==> config.mk <==
export PLATFORM = sky130hd
export DESIGN_NAME = if_stage
export DESIGN_NICKNAME = d
export VERILOG_FILES = /design/src/rtl/if_stage_pkg.sv /design/src/rtl/if_stage_bht_2bit.sv /design/src/rtl/if_stage.sv
export SDC_FILE = /design/constraint.sdc
export NUM_CORES = 1
export LEC_CHECK = 0
export ABC_AREA = 1
export ABC_CLOCK_PERIOD_IN_PS = 3400
export CORE_MARGIN = 10
export CORE_UTILIZATION = 51
export DETAILED_ROUTE_END_ITERATION = 16
export HOLD_SLACK_MARGIN = 0.12
export PLACE_DENSITY = 0.88
export RECOVER_POWER = 50
export SYNTH_ARGS = -nofsm -noshare
export SYNTH_HDL_FRONTEND = slang
export SYNTH_HIERARCHICAL = 1
export SYNTH_SLANG_ARGS = --single-unit
==> constraint.sdc <==
create_clock -name clk -period 3.4 [get_ports clk]
set_clock_uncertainty 0.2 [all_clocks]
set_input_delay 0.34 -clock clk [delete_from_list [all_inputs] [get_ports clk]]
set_output_delay 0.34 -clock clk [all_outputs]
set_load 0.02 [all_outputs]
==> src/rtl/if_stage_pkg.sv <==
// Shared opcode, counter and immediate-decode definitions for the fetch stage.
package if_stage_pkg;

  localparam logic [6:0] OP_BRANCH = 7'b1100011;
  localparam logic [6:0] OP_JAL    = 7'b1101111;

  typedef logic [1:0] cnt_t;

  localparam cnt_t CNT_WNT = 2'b01;
  localparam cnt_t CNT_ST  = 2'b11;

  // Sign-extended target offset for B-type and JAL; zero for anything else.
  function automatic logic [31:0] branch_imm(input logic [31:0] inst);
    case (inst[6:0])
      OP_BRANCH: return {{19{inst[31]}}, inst[31], inst[7], inst[30:25], inst[11:8], 1'b0};
      OP_JAL:    return {{11{inst[31]}}, inst[31], inst[19:12], inst[20], inst[30:21], 1'b0};
      default:   return '0;
    endcase
  endfunction

endpackage

==> src/rtl/if_stage_bht_2bit.sv <==
// Branch history table: 2-bit saturating counters, async read, sync write,
// every entry reset to weakly-not-taken.
module bht_2bit
  import if_stage_pkg::*;
#(
  parameter int IDX_W = 7
) (
  input  logic             clk,
  input  logic             rst,
  input  logic [IDX_W-1:0] rd_idx_i,
  output cnt_t             rd_cnt_o,
  input  logic             wr_en_i,
  input  logic [IDX_W-1:0] wr_idx_i,
  input  logic             wr_taken_i
);

  localparam int DEPTH = 1 << IDX_W;

  cnt_t cnt_q [DEPTH];

  function automatic cnt_t sat_step(input cnt_t c, input logic taken);
    if (taken) return (c == CNT_ST) ? c : cnt_t'(c + 2'd1);
    else       return (c == 2'b00)  ? c : cnt_t'(c - 2'd1);
  endfunction

  always_ff @(posedge clk) begin
    if (rst) begin
      for (int i = 0; i < DEPTH; i++) cnt_q[i] <= CNT_WNT;
    end else if (wr_en_i) begin
      cnt_q[wr_idx_i] <= sat_step(cnt_q[wr_idx_i], wr_taken_i);
    end
  end

  // Read sees the pre-update value on a same-index collision.
  assign rd_cnt_o = cnt_q[rd_idx_i];

endmodule

==> src/rtl/if_stage.sv <==
// Instruction-fetch stage: PC register, next-PC selection and branch prediction.
// Define IF_STAGE_BHT_EN to build the 2-bit counter table for B-type prediction.
module if_stage
  import if_stage_pkg::*;
#(
  parameter logic [31:0] RESET_PC  = 32'h0000_0000,
  parameter int          BHT_IDX_W = 7
) (
  input  logic                 clk,
  input  logic                 rst,
  input  logic                 stall,
  input  logic                 redirect,
  input  logic [31:0]          redirect_pc,
  input  logic                 upd_valid,
  input  logic [BHT_IDX_W-1:0] upd_idx,
  input  logic                 upd_taken,
  output logic [31:0]          im_addr,
  input  logic [31:0]          im_data,
  output logic [31:0]          pc_out,
  output logic [31:0]          inst_out,
  output logic                 pred_taken,
  output logic [BHT_IDX_W-1:0] bht_idx,
  output logic                 if_flush
);

  logic [31:0] pc_q, pc_d;
  logic        is_br, is_jal, br_pred;

  assign is_br   = (im_data[6:0] == OP_BRANCH);
  assign is_jal  = (im_data[6:0] == OP_JAL);
  assign bht_idx = pc_q[BHT_IDX_W+1:2];

`ifdef IF_STAGE_BHT_EN
  cnt_t rd_cnt;
  logic unused_cnt;

  bht_2bit #(.IDX_W(BHT_IDX_W)) u_bht (
    .clk        (clk),
    .rst        (rst),
    .rd_idx_i   (bht_idx),
    .rd_cnt_o   (rd_cnt),
    .wr_en_i    (upd_valid & ~stall),
    .wr_idx_i   (upd_idx),
    .wr_taken_i (upd_taken)
  );

  assign br_pred    = rd_cnt[1];
  assign unused_cnt = rd_cnt[0];
`else
  logic unused_upd;

  // Static not-taken for conditional branches; training inputs are ignored.
  assign br_pred    = 1'b0;
  assign unused_upd = ^{upd_valid, upd_idx, upd_taken};
`endif

  assign pred_taken = is_jal | (is_br & br_pred);

  always_comb begin
    pc_d = pc_q + 32'd4;
    if (redirect)        pc_d = redirect_pc;
    else if (stall)      pc_d = pc_q;
    else if (pred_taken) pc_d = pc_q + branch_imm(im_data);
  end

  always_ff @(posedge clk) begin
    if (rst) pc_q <= RESET_PC;
    else     pc_q <= pc_d;
  end

  assign im_addr  = pc_q;
  assign pc_out   = pc_q;
  assign inst_out = im_data;
  assign if_flush = redirect;

endmodule
==> impl_metrics.toml, run 1 <==
[clock_network]
cts_tree = "built"
cts_setup_buffers = 0
cts_sinks = 32
postCtsHoldBufs = 0
ctsHtreeMaxLevel = 2
path_clk_slew_ps = 80
root_buffer = "clkbuf_8"
clock_latency_ps = 300
cts_resized = 0
cts_buffers = 5
clk_path_buf_depth = 2

[sta]
setup_viol = 0
min_period_over_period = 0.8388
timing.fmax_mhz = 350.6
worst_pin_slew_ps = 822.7
slew_headroom = 0.4509
hold_violations = 0
rsz0062_at_grt = "false"
tns_ps = 0
min_period_ps = 2852
slew_violations = 0

[grt]
grt_pass1_wl_um = 29450
antenna_found_initial = 1
track_usage = 0.2410
first_global_vias = 5954
grt_max_degree = 28
grt_overflow_total = 0

[die]
die_area_um2 = 14910
core_um2 = 10230
num_rows = 37
die_x_um = 122.1
initial_core_util = 0.5196
die_height_um = 122.1
pin_count = 182

[worst_setup_path]
critPathArrivalTime_ps = 2880
cp_max_fo = 5
path_class = "in -> reg"
endpoint_kind = "flop"
cp-start-kind = "input pin"
cp.required_ps = 3430

[routing]
via_per_inst = 5.290
avgRoutedWirePerCell_um = 15.52
first_iter_violations = 709
route.detailed.drc = 0
postRouteAntennaNets = 0
wirelength_um = 18480
drt_pass1_iterations = 5
vias = 6300

[power]
powerDensity_nw_per_um2 = 252.5
total_power_mw = 1.690
leakage_nw = 3.319
vdd_drop_max_mv = 0.1892

[logic_synthesis]
synth.area.mux_share = 0
ys_ff_latch = 32
synth_top_family_by_area = "simple AND/OR/NAND/NOR gates"
syn_nets = 1070
syn-cell-area_um2 = 5316
synth-simple-area-share = 0.4067
synth_warnings = 6
synth_cell_types = 39
avgSynthCellArea_um2 = 5.532
synth_compound_area_frac = 0.1407
synth_fa_ha_area_frac = 0.07672
yosysSeqAreaShare = 0.1205
synthCells = 961
synth_xor_area_frac = 0.02801

[place]
dpl.hpwl_um = 15150
io_buffers = 162
gp_congestion = 1.005

[cells_and_area]
layout_common_cells = "nand2_1 (301), inv_1 (153), clkdlybuf4s50_1 (99)"
drive_above_1_share = 0.05592
areaGrowthSynthToFinish_pct = 25.91
antenna_cells = 0
fin_nets = 1163
largest_reg_flops = 32
fillers = 956
layout_commonest_cell = "nand2_1"

[run]
drv_cap = 0

[hold_path]
hold_path.class = "reg -> reg"

[run_status]
status = "finished, final reports clean"
cell usage after synthesis, drive strengths merged:
library cell  number  share of area
nand3b             5         0.0071
o221ai             6         0.0099
nand3             66          0.066
o2111ai            1         0.0016
or2                1         0.0012
nor3              10          0.016
a21o               2         0.0028
fa                 1         0.0038
nand4             12          0.014
clkbuf            11         0.0078
o21ai             39          0.037
ha                31          0.073
buf               78           0.11
o22ai              1         0.0012
and2               2         0.0024
a21oi             69          0.066
nand2            313           0.23
nor2              90          0.071
a31oi              5         0.0059
inv              156           0.11
dfxtp             32           0.12
nor3b              1         0.0024
xnor2              5         0.0082
o211ai             8          0.011
o31ai              1         0.0014
xor2              12          0.020
o21bai             3         0.0042
metal layers:
| layer | global-route usage | vias to the layer above | wire length [µm] |
|---|---|---|---|
| met1 | 0.3062 | 2781 | 7298 |
| met2 | 0.4014 | 314 | 8545 |
| met3 | 0.04764 | 49 | 2140 |
| met5 | 0 | - | 13 |
| met4 | 0.07437 | 2 | 486 |
| li1 | - | 3154 | - |
metrics by stage:
step / setup WS (ps) / cells / utilization / instance area [µm²] / hold WS (ps)
final: 547.9 / 1191 / 0.6543 / 6694 / 348.4
after global routing: 335.6 / 1191 / 0.6543 / 6694 / 400.4
after CTS: 693.8 / 1191 / 0.6543 / 6694 / 363.3
after detailed placement: 415.2 / 1183 / 0.6434 / 6583 / 338.8
after global placement: 466.5 / 1183 / 0.6434 / 6583 / 334.3
after floorplan: 1137 / 961 / - / 5316 / 274.9
worst paths after layout:
path / from / endpoint / slack (ps) / cells after the start
worst min-delay path: im_addr[0]$_SDFFE_PP0P_ / im_addr[0]$_SDFFE_PP0P_ / 350 / 2
worst max-delay path: im_data[21] / im_addr[21]$_SDFFE_PP0N_ / 550 / 15
worst max register to register: im_addr[2]$_SDFFE_PP0N_ / im_addr[21]$_SDFFE_PP0N_ / 710 / 13
worst min register to register: im_addr[0]$_SDFFE_PP0P_ / im_addr[0]$_SDFFE_PP0P_ / 350 / 2
worst max-delay path, cell delays in order:
cell,delay [ps]
dlygate4sd3_1,550
ha_1,280
inv_1,90
fa_1,410
inv_1,130
nand3_1,80
nand3_1,190
nand2_1,100
nand3_2,110
nand3_1,100
nand3_1,80
nand3_1,120
nand2_1,130
nand2_1,60
a21oi_1,110
layout make-up:
| cell class | count | area [µm²] | area share |
|---|---|---|---|
| repair buffers | 175 | 1719 | 0.2568 |
| well taps | 136 | 170.2 | 0.02542 |
| multi-input cells | 684 | 3467 | 0.5179 |
| flip-flops and latches | 32 | 640.6 | 0.09570 |
| clock buffers | 5 | 68.82 | 0.01028 |
| inverters | 156 | 585.6 | 0.08748 |
| clock inverters | 3 | 42.54 | 0.006355 |
report_power, final:
group	internal [mW]	total [mW]	switching, mW
Clock	0.217	0.381	0.164
Sequential	0.402	0.463	0.0604
Combinational	0.348	0.847	0.498
Total	0.968	1.69	0.723
cell families (layout without fill, tap and decap cells):
logic type | after synthesis | in the layout
fa+ha+maj | 32 | 32
compound gates | 135 | 135
flops | 32 | 32
xor+xnor | 17 | 17
buf+inv | 245 | 339
simple gates | 500 | 500
Power figures use the tool's default switching activity.
==> run 2, diff against run 1 <==
--- a/config.mk
+++ b/config.mk
@@ -6,12 +6,12 @@
 export NUM_CORES = 1
 export LEC_CHECK = 0
 export ABC_AREA = 1
-export ABC_CLOCK_PERIOD_IN_PS = 3400
+export ABC_CLOCK_PERIOD_IN_PS = 2800
 export CORE_MARGIN = 10
-export CORE_UTILIZATION = 51
+export CORE_UTILIZATION = 47
 export DETAILED_ROUTE_END_ITERATION = 16
 export HOLD_SLACK_MARGIN = 0.12
-export PLACE_DENSITY = 0.88
+export PLACE_DENSITY = 0.82
 export RECOVER_POWER = 50
 export SYNTH_ARGS = -nofsm -noshare
 export SYNTH_HDL_FRONTEND = slang
==> constraint.sdc (replaced) <==
create_clock -name clk -period 2.8 [get_ports clk]
set_clock_uncertainty 0.2 [all_clocks]
set_input_delay 0.28 -clock clk [delete_from_list [all_inputs] [get_ports clk]]
set_output_delay 0.28 -clock clk [all_outputs]
set_load 0.02 [all_outputs]
==> impl_metrics.toml, run 2 (same netlist as run 1, synthesis figures left out) <==
[place]
dpl.hpwl_um = 16610
io_buffers = 162
gp_congestion = 1.069

[cells_and_area]
layout_common_cells = "nand2_1 (301), inv_1 (153), clkdlybuf4s50_1 (101)"
layout_commonest_cell = "nand2_1"
largest_reg_flops = 32
fin_nets = 1189
areaGrowthSynthToFinish_pct = 30.81
drive_above_1_share = 0.07863
antenna_cells = 0

[worst_setup_path]
endpoint_kind = "flop"
r2r_slack_ps = 280
r2r_cells = 14
timing.rr.end = "im_addr[27]$_SDFFE_PP0N_"
critPathCapture = "im_addr[27]$_SDFFE_PP0N_"
cp-start-kind = "flop"
cp.required_ps = 2760
critPathArrivalTime_ps = 2480
critical_path.startpoint = "im_addr[2]$_SDFFE_PP0N_"
cp_max_fo = 9
r2r_start = "im_addr[2]$_SDFFE_PP0N_"
path_class = "reg -> reg"

[sta]
min_period_ps = 2524
min_period_over_period = 0.9013
rsz0062_at_grt = "false"
slew_headroom = 0.6213
slew_violations = 0
hold_violations = 0
worst_pin_slew_ps = 568.1
setup_viol = 0
tns_ps = 0
timing.fmax_mhz = 396.2

[clock_network]
ctsHtreeMaxLevel = 2
cts_tree = "built"
cts_setup_buffers = 0
cts_sinks = 32
root_buffer = "clkbuf_16"
cts_resized = 0
clock_latency_ps = 290
cts_buffers = 5
clk_path_buf_depth = 2
path_clk_slew_ps = 60
postCtsHoldBufs = 0

[power]
powerDensity_nw_per_um2 = 321.0
vdd_drop_max_mv = 0.2541
total_power_mw = 2.232
leakage_nw = 3.473

[routing]
first_iter_violations = 662
via_per_inst = 5.278
avgRoutedWirePerCell_um = 16.38
vias = 6445
drt_pass1_iterations = 5
postRouteAntennaNets = 0
route.detailed.drc = 0
wirelength_um = 20000

[grt]
grt_pass1_wl_um = 31500
grt_max_degree = 30
first_global_vias = 6150
track_usage = 0.2388
antenna_found_initial = 0
grt_overflow_total = 0

[die]
pin_count = 182
die_area_um2 = 15970
die_x_um = 126.4
num_rows = 38
initial_core_util = 0.4862
core_um2 = 10940
die_height_um = 126.4

[hold_path]
worstHoldStart = "im_data[8]"
hold_path.class = "in -> out"

[run]
drv_cap = 0

[run_status]
status = "finished, final reports clean"
## run 2: how the worst min path moves through the flow
stage | endpoint | slack, ps | depth (start not counted)
2_1_floorplan | im_addr[0]$_SDFFE_PP0P_ | 210 | 2
3_3_place_gp | im_addr[0]$_SDFFE_PP0P_ | 330 | 2
3_5_place_dp | im_addr[0]$_SDFFE_PP0P_ | 340 | 2
4_1_cts | inst_out[11] | 360 | 0
5_1_grt | inst_out[10] | 360 | 0
6_report | inst_out[8] | 360 | 0
## run 2: final cells by class
class | count | area (µm²)
clock inverter | 2 | 10.01
clock buffer | 6 | 138.9
inverter | 156 | 585.6
sequential | 32 | 640.6
timing repair buffer | 201 | 1937
tap | 140 | 175.2
multi-input combinational | 684 | 3467
fill | 1099 | 3981
## run 2: routing by layer
| layer | GRT usage | wire length, µm |
|---|---|---|
| met1 | 0.3091 | 8504 |
| met3 | 0.05248 | 2060 |
| met5 | 0 | 0 |
| met4 | 0.05023 | 299 |
| met2 | 0.3967 | 9136 |
## run 2: critical path, cell delays in order (launching register included)
cell and delay, ps:
dfxtp_1 540, inv_1 190, fa_1 450, inv_1 110, nand2_1 60, nand3_1 150, nand2_1 70, nand2_1 120
nand2_1 90, nand2_1 80, nand2_1 50, nand3_1 100, nand2_1 70, nand2_1 50, a21oi_1 50
## run 2: power breakdown
| group | internal, mW | total, mW | switching, mW |
|---|---|---|---|
| combinational | 0.464 | 1.12 | 0.657 |
| clock | 0.351 | 0.579 | 0.228 |
| sequential | 0.489 | 0.532 | 0.0429 |
| total | 1.30 | 2.23 | 0.928 |
## run 2: stage by stage
step | utilization | hold slack, ps | area, µm² | setup WS (ps) | cells
2_1_floorplan | - | 214.9 | 5316 | 537.4 | 961
3_3_place_gp | 0.6225 | 326.1 | 6808 | 104.2 | 1213
3_5_place_dp | 0.6225 | 344.8 | 6808 | 63.66 | 1213
4_1_cts | 0.6362 | 360.1 | 6957 | 324.1 | 1221
5_1_grt | 0.6359 | 360.0 | 6954 | 71.49 | 1221
6_report | 0.6359 | 360.0 | 6954 | 276.3 | 1221
==> run 3, diff against run 2 <==
==> constraint.sdc (replaced) <==
create_clock -name clk -period 2.8 [get_ports clk]
set_clock_uncertainty 0.2 [all_clocks]
set_input_delay 0.42 -clock clk [delete_from_list [all_inputs] [get_ports clk]]
set_output_delay 0.42 -clock clk [all_outputs]
set_load 0.02 [all_outputs]
==> impl_metrics.toml, run 3 (same netlist as run 1, synthesis figures left out) <==
[sta]
min_period_over_period = 0.9594
slew_violations = 0
min_period_ps = 2686
hold_violations = 0
slew_headroom = 0.6360
setup_viol = 0
worst_pin_slew_ps = 545.4
timing.fmax_mhz = 372.3
rsz0062_at_grt = "false"
postLayoutSetupSlackWorst_ps = 113.7

[worst_setup_path]
cp-start-kind = "input pin"
path_class = "in -> out"
r2r_slack_ps = 350
cp_max_fo = 4
cp.required_ps = 2180
critPathArrivalTime_ps = 2070
timing.rr.end = "im_addr[8]$_SDFFE_PP0N_"
r2r_cells = 10
endpoint_kind = "output pin"
r2r_start = "im_addr[6]$_SDFFE_PP0N_"
critical_path.startpoint = "im_data[3]"

[cells_and_area]
layout_common_cells = "nand2_1 (301), inv_1 (153), clkdlybuf4s50_1 (102)"
post-route-util = 0.6432
fin_nets = 1198
drive_above_1_share = 0.08624
antenna_cells = 0
multi_input_area_um2 = 3475
largest_reg_flops = 32
fillers = 1056
regArea_um2 = 640.6
areaGrowthSynthToFinish_pct = 32.31
layout_commonest_cell = "nand2_1"

[grt]
top_usage_layer = "met2"
first_global_vias = 6200
antenna_found_initial = 0
grtUsageMet2 = 0.3995
grt_max_degree = 29
grt_overflow_total = 0
grt.met1_usage = 0.3091
grt_pass1_wl_um = 31860
track_usage = 0.2405
met3_usage = 0.05498

[die]
num_rows = 38
die_area_um2 = 15970
die_x_um = 126.4
initial_core_util = 0.4862
pin_count = 182
core_um2 = 10940
die_height_um = 126.4

[hold_path]
whs_path_depth = 2
worstHoldStart = "im_addr[0]$_SDFFE_PP0P_"
hold_path.class = "reg -> reg"
min_to = "im_addr[0]$_SDFFE_PP0P_"

[clock_network]
cts_sinks = 32
ctsHtreeMaxLevel = 2
cts_tree = "built"
clk_path_buf_depth = 2
path_clk_slew_ps = 60
root_buffer = "clkbuf_16"
cts_buffers = 5
cts_setup_buffers = 0
clock_latency_ps = 290

[routing]
vias = 6450
route.detailed.drc = 0
wirelength_um = 20010
postRouteAntennaNets = 0
via_per_inst = 5.244
drt_pass1_iterations = 7
first_iter_violations = 710
avgRoutedWirePerCell_um = 16.27

[power]
vdd_drop_max_mv = 0.2282
leakage_nw = 3.579
powerDensity_nw_per_um2 = 330.2

[place]
dpl.hpwl_um = 16670
gp_congestion = 1.050
io_buffers = 162
dp_slack_ps = -64.26

[run_status]
status = "finished, final reports clean"

[run]
drv_cap = 0
[run 3: critical path, stage by stage]
cell             delay, ps
clkdlybuf4s50_1        470
nand4_1                110
nor2_1                 350
clkdlybuf4s50_1        710
[run 3: layout make-up]
type,count,share of cell area
clock inverters,2,0.004980
multi-input cells,684,0.4940
clock buffers,6,0.01832
repair buffers,210,0.2835
flip-flops and latches,32,0.09107
well taps,140,0.02490
inverters,156,0.08324
[run 3: worst max path at each step]
stage | endpoint | slack (ps) | depth (start not counted)
global placement | im_addr[21]$_SDFFE_PP0N_ | -20 | 16
finish | pred_taken | 110 | 4
detailed placement | im_addr[21]$_SDFFE_PP0N_ | -60 | 16
floorplan | im_addr[21]$_SDFFE_PP0N_ | 540 | 14
CTS | im_addr[21]$_SDFFE_PP0N_ | 210 | 15
global route | im_addr[21]$_SDFFE_PP0N_ | 10 | 15
[run 3: power breakdown]
group	internal [mW]	switching, mW
clock network	0.419	0.232
logic	0.473	0.670
registers	0.489	0.0391
total	1.38	0.941
[run 3: stage by stage]
| step | area, µm² | hold slack (ps) | total power [mW] | cells | TNS, ps |
|---|---|---|---|---|---|
| final | 7034 | 342.3 | 2.322 | 1230 | 0 |
| after global routing | 7034 | 360.4 | 2.458 | 1230 | 0 |
| after CTS | 7027 | 351.6 | 2.336 | 1230 | 0 |
| after detailed placement | 6863 | 328.8 | 1.684 | 1222 | -279.2 |
| after global placement | 6863 | 328.5 | 1.670 | 1222 | -33.63 |
| after floorplan | 5316 | 354.9 | 1.251 | 961 | 0 |
[run 3: per-layer routing]
layer  vias to the layer above  wire [µm]
li1                       3224          -
met2                       336       9209
met1                      2853       8195
met4                         0        337
met5                         -          0
met3                        37       2266
[run 3: repair_timing]
| item | in CTS | in global routing |
|---|---|---|
| hold buffers | 0 | 0 |
| endpoints found under the hold margin | 0 | 0 |
| resized for setup | 0 | 2 |
| endpoints found under the setup margin | 0 | 2 |
